[src/rtl/tlc_pkg.sv]
// tlc_pkg: pedestrian FSM encoding and counter sizing
// shared by the input conditioner and the controller.
package tlc_pkg;

  typedef enum logic [1:0] {
    IDLE    = 2'd0,
    PENDING = 2'd1,
    FAULT   = 2'd2
  } ped_state_e;

  // Bits needed to hold 0..max_val; never narrower than 1.
  function automatic int cnt_width(input int max_val);
    if (max_val < 1) return 1;
    return $clog2(max_val + 1);
  endfunction

endpackage

[src/rtl/tlc_input_conditioner_if.sv]
// tlc_input_conditioner_if: raw inputs and conditioned
// demand outputs between the board and the controller.
interface tlc_input_conditioner_if;

  logic pedestrian_button;
  logic traffic_sensor;
  logic ped_ack;
  logic ped_request;
  logic ped_press_pulse;
  logic traffic_present;
  logic ped_fault;

  modport master (
    output pedestrian_button,
    output traffic_sensor,
    output ped_ack,
    input  ped_request,
    input  ped_press_pulse,
    input  traffic_present,
    input  ped_fault
  );

  modport slave (
    input  pedestrian_button,
    input  traffic_sensor,
    input  ped_ack,
    output ped_request,
    output ped_press_pulse,
    output traffic_present,
    output ped_fault
  );

endinterface

[src/rtl/tlc_debounce.sv]
// tlc_debounce: 2-flop synchroniser, saturating debounce
// counter and stable-edge strobes for one raw input.
module tlc_debounce
  import tlc_pkg::*;
#(
  parameter int DEBOUNCE_CYCLES = 4
) (
  input  logic clk,
  input  logic reset,
  input  logic din,
  output logic stable,
  output logic rise,
  output logic fall
);

  localparam int CW = cnt_width(DEBOUNCE_CYCLES);
  localparam logic [CW-1:0] CNT_LAST =
    CW'(DEBOUNCE_CYCLES - 1);
  localparam logic [CW-1:0] CNT_MAX =
    CW'(DEBOUNCE_CYCLES);

  logic          r_s1;
  logic          r_s2;
  logic          r_stable;
  logic [CW-1:0] r_cnt;
  logic          w_done;

  // Stable flips on this edge: rise/fall strobe the
  // cycle before stable shows the new level.
  assign w_done = (r_s2 != r_stable) &&
                  (r_cnt == CNT_LAST);

  // Two-flop synchroniser for the asynchronous level.
  always_ff @(posedge clk or posedge reset) begin
    if (reset) begin
      r_s1 <= 1'b0;
      r_s2 <= 1'b0;
    end else begin
      r_s1 <= din;
      r_s2 <= r_s1;
    end
  end

  // Count consecutive disagreeing cycles, then accept.
  always_ff @(posedge clk or posedge reset) begin
    if (reset) begin
      r_stable <= 1'b0;
      r_cnt    <= '0;
    end else if (r_s2 == r_stable) begin
      r_cnt    <= '0;
    end else if (w_done) begin
      r_stable <= r_s2;
      r_cnt    <= '0;
    end else if (r_cnt != CNT_MAX) begin
      r_cnt    <= r_cnt + CW'(1);
    end
  end

  assign stable = r_stable;
  assign rise   = w_done & r_s2;
  assign fall   = w_done & ~r_s2;

endmodule

[src/rtl/tlc_input_conditioner.sv]
// tlc_input_conditioner: debounced pedestrian request latch
// and hold-stretched sensor demand. TLC_STUCK_DETECT_EN adds stuck-button FAULT.
module tlc_input_conditioner
  import tlc_pkg::*;
#(
  parameter int DEBOUNCE_CYCLES    = 4,
  parameter int SENSOR_HOLD_CYCLES = 8,
  parameter int STUCK_CYCLES       = 64
) (
  input logic                    clk,
  input logic                    reset,
  tlc_input_conditioner_if.slave bus
);

  localparam int HOLD_W = cnt_width(SENSOR_HOLD_CYCLES);

  logic w_btn_stable;
  logic w_btn_rise;
  logic w_btn_fall;
  logic w_sen_stable;
  logic w_sen_rise;
  logic w_sen_fall;
  logic w_unused;

  ped_state_e r_state;
  ped_state_e w_state_nxt;
  logic       r_press;
  logic       r_present;
  logic       w_sen_nxt;
  logic       w_stuck;

  logic [HOLD_W-1:0] r_hold;
  logic [HOLD_W-1:0] w_hold_nxt;

  tlc_debounce #(
    .DEBOUNCE_CYCLES(DEBOUNCE_CYCLES)
  ) u_btn_db (
    .clk   (clk),
    .reset (reset),
    .din   (bus.pedestrian_button),
    .stable(w_btn_stable),
    .rise  (w_btn_rise),
    .fall  (w_btn_fall)
  );

  tlc_debounce #(
    .DEBOUNCE_CYCLES(DEBOUNCE_CYCLES)
  ) u_sen_db (
    .clk   (clk),
    .reset (reset),
    .din   (bus.traffic_sensor),
    .stable(w_sen_stable),
    .rise  (w_sen_rise),
    .fall  (w_sen_fall)
  );

  assign w_unused = w_btn_fall;

`ifdef TLC_STUCK_DETECT_EN
  localparam int STUCK_W = cnt_width(STUCK_CYCLES);
  localparam logic [STUCK_W-1:0] STUCK_MAX =
    STUCK_W'(STUCK_CYCLES);

  logic [STUCK_W-1:0] r_stuck;

  // Saturating count of cycles the button stays pressed.
  always_ff @(posedge clk or posedge reset) begin
    if (reset) begin
      r_stuck <= '0;
    end else if (!w_btn_stable) begin
      r_stuck <= '0;
    end else if (r_stuck != STUCK_MAX) begin
      r_stuck <= r_stuck + STUCK_W'(1);
    end
  end

  assign w_stuck = w_btn_stable &&
                   (r_stuck == STUCK_MAX);
`else
  localparam int lp_unused_stuck = STUCK_CYCLES;

  assign w_stuck = 1'b0;
`endif

  // One-cycle accepted press, aligned with stable rise.
  always_ff @(posedge clk or posedge reset) begin
    if (reset) begin
      r_press <= 1'b0;
    end else begin
      r_press <= w_btn_rise && (r_state != FAULT);
    end
  end

  // Pedestrian FSM state register.
  always_ff @(posedge clk or posedge reset) begin
    if (reset) begin
      r_state <= IDLE;
    end else begin
      r_state <= w_state_nxt;
    end
  end

  // Next state: a press in the ack cycle wins.
  always_comb begin
    w_state_nxt = r_state;
    unique case (r_state)
      IDLE: begin
        if (w_stuck)      w_state_nxt = FAULT;
        else if (r_press) w_state_nxt = PENDING;
      end
      PENDING: begin
        if (w_stuck)
          w_state_nxt = FAULT;
        else if (bus.ped_ack && !r_press)
          w_state_nxt = IDLE;
      end
      FAULT: begin
        if (!w_btn_stable) w_state_nxt = IDLE;
      end
      default: w_state_nxt = IDLE;
    endcase
  end

  // Hold counter next value and next stable sensor level.
  always_comb begin
    w_hold_nxt = r_hold;
    if (w_sen_fall)
      w_hold_nxt = HOLD_W'(SENSOR_HOLD_CYCLES);
    else if (w_sen_rise)
      w_hold_nxt = '0;
    else if (r_hold != '0)
      w_hold_nxt = r_hold - HOLD_W'(1);
    w_sen_nxt = w_sen_rise |
                (w_sen_stable & ~w_sen_fall);
  end

  // Registered hold count and stretched demand.
  always_ff @(posedge clk or posedge reset) begin
    if (reset) begin
      r_hold    <= '0;
      r_present <= 1'b0;
    end else begin
      r_hold    <= w_hold_nxt;
      r_present <= w_sen_nxt | (w_hold_nxt != '0);
    end
  end

  assign bus.ped_request     = (r_state == PENDING);
  assign bus.ped_press_pulse = r_press;
  assign bus.traffic_present = r_present;

`ifdef TLC_STUCK_DETECT_EN
  assign bus.ped_fault = (r_state == FAULT);
`else
  assign bus.ped_fault = 1'b0;
`endif

endmodule

[src/flat_wrapper.sv]
// flat-port wrapper written by rule: the top's interface ports become plain ports
module tlc_input_conditioner_flat import tlc_pkg::*;
#(
  parameter int DEBOUNCE_CYCLES    = 4,
  parameter int SENSOR_HOLD_CYCLES = 8,
  parameter int STUCK_CYCLES       = 64
)
  (clk, reset, bus_pedestrian_button, bus_traffic_sensor, bus_ped_ack, bus_ped_request, bus_ped_press_pulse, bus_traffic_present, bus_ped_fault);
  tlc_input_conditioner_if bus_i ();
  input logic clk;
  input logic reset;
  input wire logic [$bits(bus_i.pedestrian_button)-1:0] bus_pedestrian_button;
  input wire logic [$bits(bus_i.traffic_sensor)-1:0] bus_traffic_sensor;
  input wire logic [$bits(bus_i.ped_ack)-1:0] bus_ped_ack;
  output wire logic [$bits(bus_i.ped_request)-1:0] bus_ped_request;
  output wire logic [$bits(bus_i.ped_press_pulse)-1:0] bus_ped_press_pulse;
  output wire logic [$bits(bus_i.traffic_present)-1:0] bus_traffic_present;
  output wire logic [$bits(bus_i.ped_fault)-1:0] bus_ped_fault;
  assign bus_i.pedestrian_button = bus_pedestrian_button;
  assign bus_i.traffic_sensor = bus_traffic_sensor;
  assign bus_i.ped_ack = bus_ped_ack;
  assign bus_ped_request = bus_i.ped_request;
  assign bus_ped_press_pulse = bus_i.ped_press_pulse;
  assign bus_traffic_present = bus_i.traffic_present;
  assign bus_ped_fault = bus_i.ped_fault;
  tlc_input_conditioner #(.DEBOUNCE_CYCLES(DEBOUNCE_CYCLES), .SENSOR_HOLD_CYCLES(SENSOR_HOLD_CYCLES), .STUCK_CYCLES(STUCK_CYCLES)) u_core (.clk(clk), .reset(reset), .bus(bus_i));
endmodule
[config.mk]
export PLATFORM = sky130hd
export DESIGN_NAME = tlc_input_conditioner_flat
export DESIGN_NICKNAME = d
export VERILOG_FILES = /design/src/rtl/tlc_pkg.sv /design/src/rtl/tlc_input_conditioner_if.sv /design/src/rtl/tlc_debounce.sv /design/src/rtl/tlc_input_conditioner.sv /design/src/flat_wrapper.sv
export SDC_FILE = /design/constraint.sdc
export NUM_CORES = 1
export LEC_CHECK = 0
export CAP_MARGIN = 10
export CELL_PAD_IN_SITES_DETAIL_PLACEMENT = 0
export CELL_PAD_IN_SITES_GLOBAL_PLACEMENT = 2
export CORE_MARGIN = 3
export CORE_UTILIZATION = 41
export CTS_BUF_LIST = sky130_fd_sc_hd__clkbuf_4
export DETAILED_ROUTE_END_ITERATION = 12
export PLACE_DENSITY = 0.93
export RECOVER_POWER = 100
export SYNTH_ARGS = -nofsm -noshare
export SYNTH_HDL_FRONTEND = slang
export SYNTH_HIERARCHICAL = 1
export SYNTH_SLANG_ARGS = --single-unit
export TNS_END_PERCENT = 1
[constraint.sdc]
create_clock -name clk -period 2.7 [get_ports clk]
set_input_delay 0.54 -clock clk [delete_from_list [all_inputs] [get_ports clk]]
set_output_delay 0.54 -clock clk [all_outputs]
set_load 0.01 [all_outputs]
==> Word level (Yosys, flattened, before mapping) <==
Index checks and enable logic that the tools add are counted.
{ "word_totals": {"reg_bits": 20, "latch_bits": 0, "ram_bits": 0, "mem_bits_ro": 0, "in_bits": 5, "out_inout_bits": 4, "word_cells": 65, "mem_count": 0} }
{ "op_classes": {"add_sub_neg": 3, "multipliers": 0, "div": 0, "magnitude_cmp": 0, "n_eq_ne": 14, "shift": 0, "n_mux": 13, "bitwise_logic": 10, "n_reduce_logical": 13} }
{ "op_table": {"columns": ["cell", "n"], "rows": [
  ["$mux 3", 6],
  ["$mux 4", 3],
  ["$reduce_bool 4->1", 2],
  ["$add 3x1->3 const B", 2],
  ["$eq 3x2->1 const B", 2],
  ["$mux 2", 3],
  ["$ne 3x3->1 const B", 2],
  ["$pmux 2 s3", 1],
  ["$reduce_bool 3->1", 2],
  ["$and 1x1->1", 4],
  ["$logic_and 1x1->1", 4],
  ["$ne 2x1->1 const B", 2],
  ["$ne 2x2->1 const B", 2],
  ["$not 1->1", 4],
  ["$reduce_and 2->1", 2],
  ["$sub 4x1->4 const B", 1],
  ["$reduce_and 3->1", 1],
  ["$eq 1x1->1", 2],
  ["$eq 2x1->1 const B", 1],
  ["$eq 2x2->1 const B", 1],
  ["$logic_not 2->1", 1],
  ["$ne 1x1->1", 2],
  ["$or 1x1->1", 2],
  ["$logic_not 1->1", 1]
]} }

==> Logic depth before layout (Yosys ltp) <==
{ "logic_depth": {"ltp_word": 7, "mapped_depth": 6, "depth_no_buf": 6} }

==> By module <==
The synthesis kept the hierarchy.
{ "by_module_without_submodules": {"columns": ["mod", "n_inst", "cells_each", "area_per_inst_um2"], "rows": [
  ["tlc_debounce", 2, 26, 297.8],
  ["tlc_input_conditioner", 1, 36, 369.1]
]} }

==> Least setup slack after synthesis <==
Ideal clock, no wire load.
{ "synth_timing": {"path_type": "register to register", "startpoint": "register u_core.u_sen_db.r_cnt[0]", "endpoint": "register u_core.r_present, in the netlist u_core/bus.traffic_present", "setup_ns": 0.136, "t_arrival_ns": 1.638, "required_time_ns": 2.564, "slack_ns": 0.926, "stages_incl_launch_ff": 7, "path_buffers": 0, "period_less_slack_ns": 1.774, "cell_sequence": "dfrtp_1 > ha_1 > nand2b_4 > nor3b_1 > nor3_1 > mux2i_1 > nand4_1"} }
{ "synth_via": {"elab_chain_len": 7} }
{ "synth_lines": {"columns": ["item", "line", "source"], "rows": [
  ["start: declaration", "tlc_debounce.sv:25", "logic [CW-1:0] r_cnt;"],
  ["start signal: assignment", "tlc_debounce.sv:55", "r_cnt <= r_cnt + CW'(1);"],
  ["$eq 3x2->1 *", "tlc_debounce.sv:31", "(r_cnt == CNT_LAST);"],
  ["$logic_and 1x1->1 *", "tlc_debounce.sv:30", "assign w_done = (r_s2 != r_stable) &&"],
  ["$and 1x1->1 *", "tlc_debounce.sv:60", "assign rise = w_done & r_s2;"],
  ["net u_core.w_sen_rise", "tlc_input_conditioner.sv:21", "logic w_sen_rise;"],
  ["$mux 4", "tlc_input_conditioner.sv:129", "else if (w_sen_rise)"],
  ["$mux 4", "tlc_input_conditioner.sv:127", "if (w_sen_fall)"],
  ["$reduce_bool 4->1", "tlc_input_conditioner.sv:144", "r_present <= w_sen_nxt | (w_hold_nxt != '0);"],
  ["$or 1x1->1 *", "tlc_input_conditioner.sv:144", null],
  ["end signal: assignment", "tlc_input_conditioner.sv:144", null],
  ["end: declaration", "tlc_input_conditioner.sv:28", "logic r_present;"]
]} }
The timed path passes the listed nets; every way through them passes the cells marked *.
A chain may end at the register's enable or synchronous reset.

==> Final worst setup path <==
{ "layout_timing": {"startpoint": "register u_core.u_sen_db.r_cnt[0]", "endpoint": "register u_core.r_present, in the netlist u_core/bus.traffic_present"} }
{ "layout_via": {"elab_chain_len": 7} }
{ "layout_lines": {"columns": ["item", "line", "source"], "rows": [
  ["$eq 3x2->1 *", "tlc_debounce.sv:31", null],
  ["$logic_and 1x1->1 *", "tlc_debounce.sv:30", null],
  ["$and 1x1->1 *", "tlc_debounce.sv:61", "assign fall = w_done & ~r_s2;"],
  ["net u_core.w_sen_fall", "tlc_input_conditioner.sv:22", "logic w_sen_fall;"],
  ["$not 1->1", "tlc_input_conditioner.sv:134", "(w_sen_stable & ~w_sen_fall);"],
  ["$and 1x1->1", "tlc_input_conditioner.sv:134", null],
  ["$or 1x1->1", "tlc_input_conditioner.sv:133", "w_sen_nxt = w_sen_rise |"],
  ["$or 1x1->1 *", "tlc_input_conditioner.sv:144", null]
]} }
Marked as above.

==> metrics.md <==
| Metric | Value |
|---|---|
| Status | `finished clean` |
| Starting Density | `between 40% and 50%` |
| FP Rows | `16` |
| Ratio of cells with drive above 1 in the final layout | `between 10% and 20%` |
| Combinational share of power | `42.8%` |
| Slew @ Worst Pin | `632.1 ps` |
| Switching Power | `about 0.37 mW` |
| Most common cell after layout, fill and taps aside | `dfrtp_1` |
| CTS Buf Count | `3` |
| Wire per inst | `11.57 µm` |
| Fmax | `544.4 MHz` |
| Leak pwr | `between 0.5 and 0.6 nW` |
| Initial antenna violation count | `0` |
| Fin. max-slew vios | `0` |
| Clk Latency, worst-skew pair | `290 ps` |
| PostCTS Resize Cnt | `0` |
| HPWL Detailed | `1.147 mm` |
| Net Count, Synth | `97` |
| Via count | `595` |
| Hold path depth | `0` |
| Net Sw Frac | `roughly 36%` |
| Ant diodes | `0` |
| Setup TNS | `0 ps` |
| Dpl cells | `121` |
| Ys Warns | `6` |
| Power Density | `969.8 nW/µm²` |
| Slew margin rel. | `approximately 58%` |
| Worst path arrival time | `2000 ps` |
| Synth Instances | `87` |
| Drc violations | `0` |
| Clock power share | `14.2%` |
| Pre-antenna DRT Iters | `4` |
| Min-delay src | `u_core/u_sen_db/r_s1` |
| Final Skew | `5.640 ps` |
| Class of the worst hold path | `flip-flop to flip-flop` |
| Core Region | `2082 µm²` |
| Maxcap violations | `0` |
| Tcrit/Tclk final | `68.03%` |
| Port Buffers | `7` |
| RSZ-0062 raised after global routing | `no` |
| Post-CTS Setup Bufs | `0` |
| Synth Cell Area | `957.2 µm²` |
| Total Routing Usage GR | `12.92%` |
| CTS Sinks | `19` |
| Syn Area/Cell | `11.00 µm²` |
| Boundary Pins | `9` |
| RePlAce Congestion | `0.8012` |
| Routed Wire Length | `1.446 mm` |
| Design Power | `1.048 mW` |
| Die Span Y | `54.32 µm` |
| Vias in the first global route | `560` |
| Crit path time final | `1837 ps` |
| Grt total ovfl | `0` |
| Internal power | `0.6754 mW` |
| Final setup viols | `0` |
| 1st-iter DRT viols | `9` |
| Vias/cell | `4.760` |
| Reg2reg start | `u_core/u_sen_db/r_cnt[0]` |
| Flop-to-flop setup slack | `860 ps` |
| CTS Root Cell | `clkbuf_4` |
| DP Area | `1061 µm²` |
| R2R Path End | `u_core/bus.traffic_present` |
| Layout area overhead | `12.94%` |
| Final hold vios | `0` |
| CTS HTree Levels | `1` |
| Final ANT Viol Nets | `0` |
| Sequential fraction of design power | `43.0%` |
| Most frequent cells in the layout | `19 x dfrtp_1, 12 x inv_1, 7 x dlygate4sd3_1` |
| VDD IR max | `516.3 µV` |
| Crit end category | `flip-flop` |
| First-pass GRT wire length | `approximately 2.6 mm` |
| Worst setup margin | `863.3 ps` |
| Reg clk slew, reported paths | `100 ps` |
| Cells on worst reg2reg path | `6` |
| Final Cell Area | `approximately 1100 µm²` |
| Pre-CTS setup slack | `between 800 and 900 ps` |
| Crit path max fanout | `6` |
| Post-CTS Hold Buffers | `0` |
| CP startpoint kind | `flip-flop` |
| Filler Cells Inserted | `200` |
| Clock Path Buffers | `2` |
| Die ar. | `2950 µm²` |
| Die X | `54.32 µm` |
| Kind of critical path | `flip-flop to flip-flop` |
| Largest net degree at the start of global routing | `11` |
| Worst Path Required | `roughly 2900 ps` |
| Final std cells w/o fill | `125` |
| Final nets | `~110` |
| CTS tree | `done` |
| Worst Hold End | `u_core/u_sen_db/r_s2` |
==> per-layer routing <==
layer / GRT usage [%] / vias up / part of all wire (%)
met5: 0 / - / 0
met4: 6.224 / 0 / 1.7
met3: 4.905 / 2 / 4.8
met2: 19.72 / 15 / 47
met1: 15.92 / 267 / 46
li1: - / 311 / -
==> power by group through the flow <==
stage	clock (mW)	sequential [mW]	combinational, mW
final	0.149	0.451	0.449
after global routing	0.171	0.468	0.515
after CTS	0.156	0.452	0.469
after detailed placement	0	0.458	0.467
after global placement	0	0.452	0.469
after floorplan	0	0.440	0.378
==> worst max path at each step <==
stage,from,endpoint
floorplan,u_core/u_sen_db/r_cnt[0],u_core/bus.traffic_present
global placement,u_core/u_sen_db/r_cnt[0],u_core/bus.traffic_present
detailed placement,u_core/u_sen_db/r_cnt[0],u_core/bus.traffic_present
CTS,u_core/u_sen_db/r_cnt[0],u_core/bus.traffic_present
global route,u_core/u_sen_db/r_cnt[0],u_core/bus.traffic_present
finish,u_core/u_sen_db/r_cnt[0],u_core/bus.traffic_present
==> critical path, cell delays in order, from the launching register on <==
cell and delay (ps):
dfrtp_1 420, ha_1 250, nand2b_2 90, nor3b_1 540, nor3b_1 110, mux2i_1 200
nand4_1 110
==> through the flow <==
stage	utilization, %	hold WS, ps
after floorplan	-	331.0
after global placement	50.96	333.7
after detailed placement	50.96	334.7
after CTS	52.40	359.4
after global routing	51.92	372.1
final	51.92	357.6
==> flip-flops by register name, summed over array words and instances, names as in the netlist <==
register                    flops
u_core/r_hold                   4
u_core/u_btn_db/r_cnt           3
u_core/u_sen_db/r_cnt           3
u_core/bus.ped_press_pulse      1
u_core/bus.traffic_present      1
u_core/r_state                  1
u_core/u_btn_db/r_s1            1
u_core/u_btn_db/r_s2            1
u_core/u_btn_db/stable          1
u_core/u_sen_db/r_s1            1
u_core/u_sen_db/r_s2            1
u_core/u_sen_db/stable          1
==> layout make-up <==
cell class              count  area [µm²]  share of cell area [%]
flip-flops and latches     19       475.5                   43.98
multi-input cells          55       419.2                   38.77
repair buffers              8       77.57                   7.176
inverters                  12       45.04                   4.167
well taps                  27       33.78                   3.125
clock buffers               4       30.03                   2.778
Power figures use the tool's default switching activity.
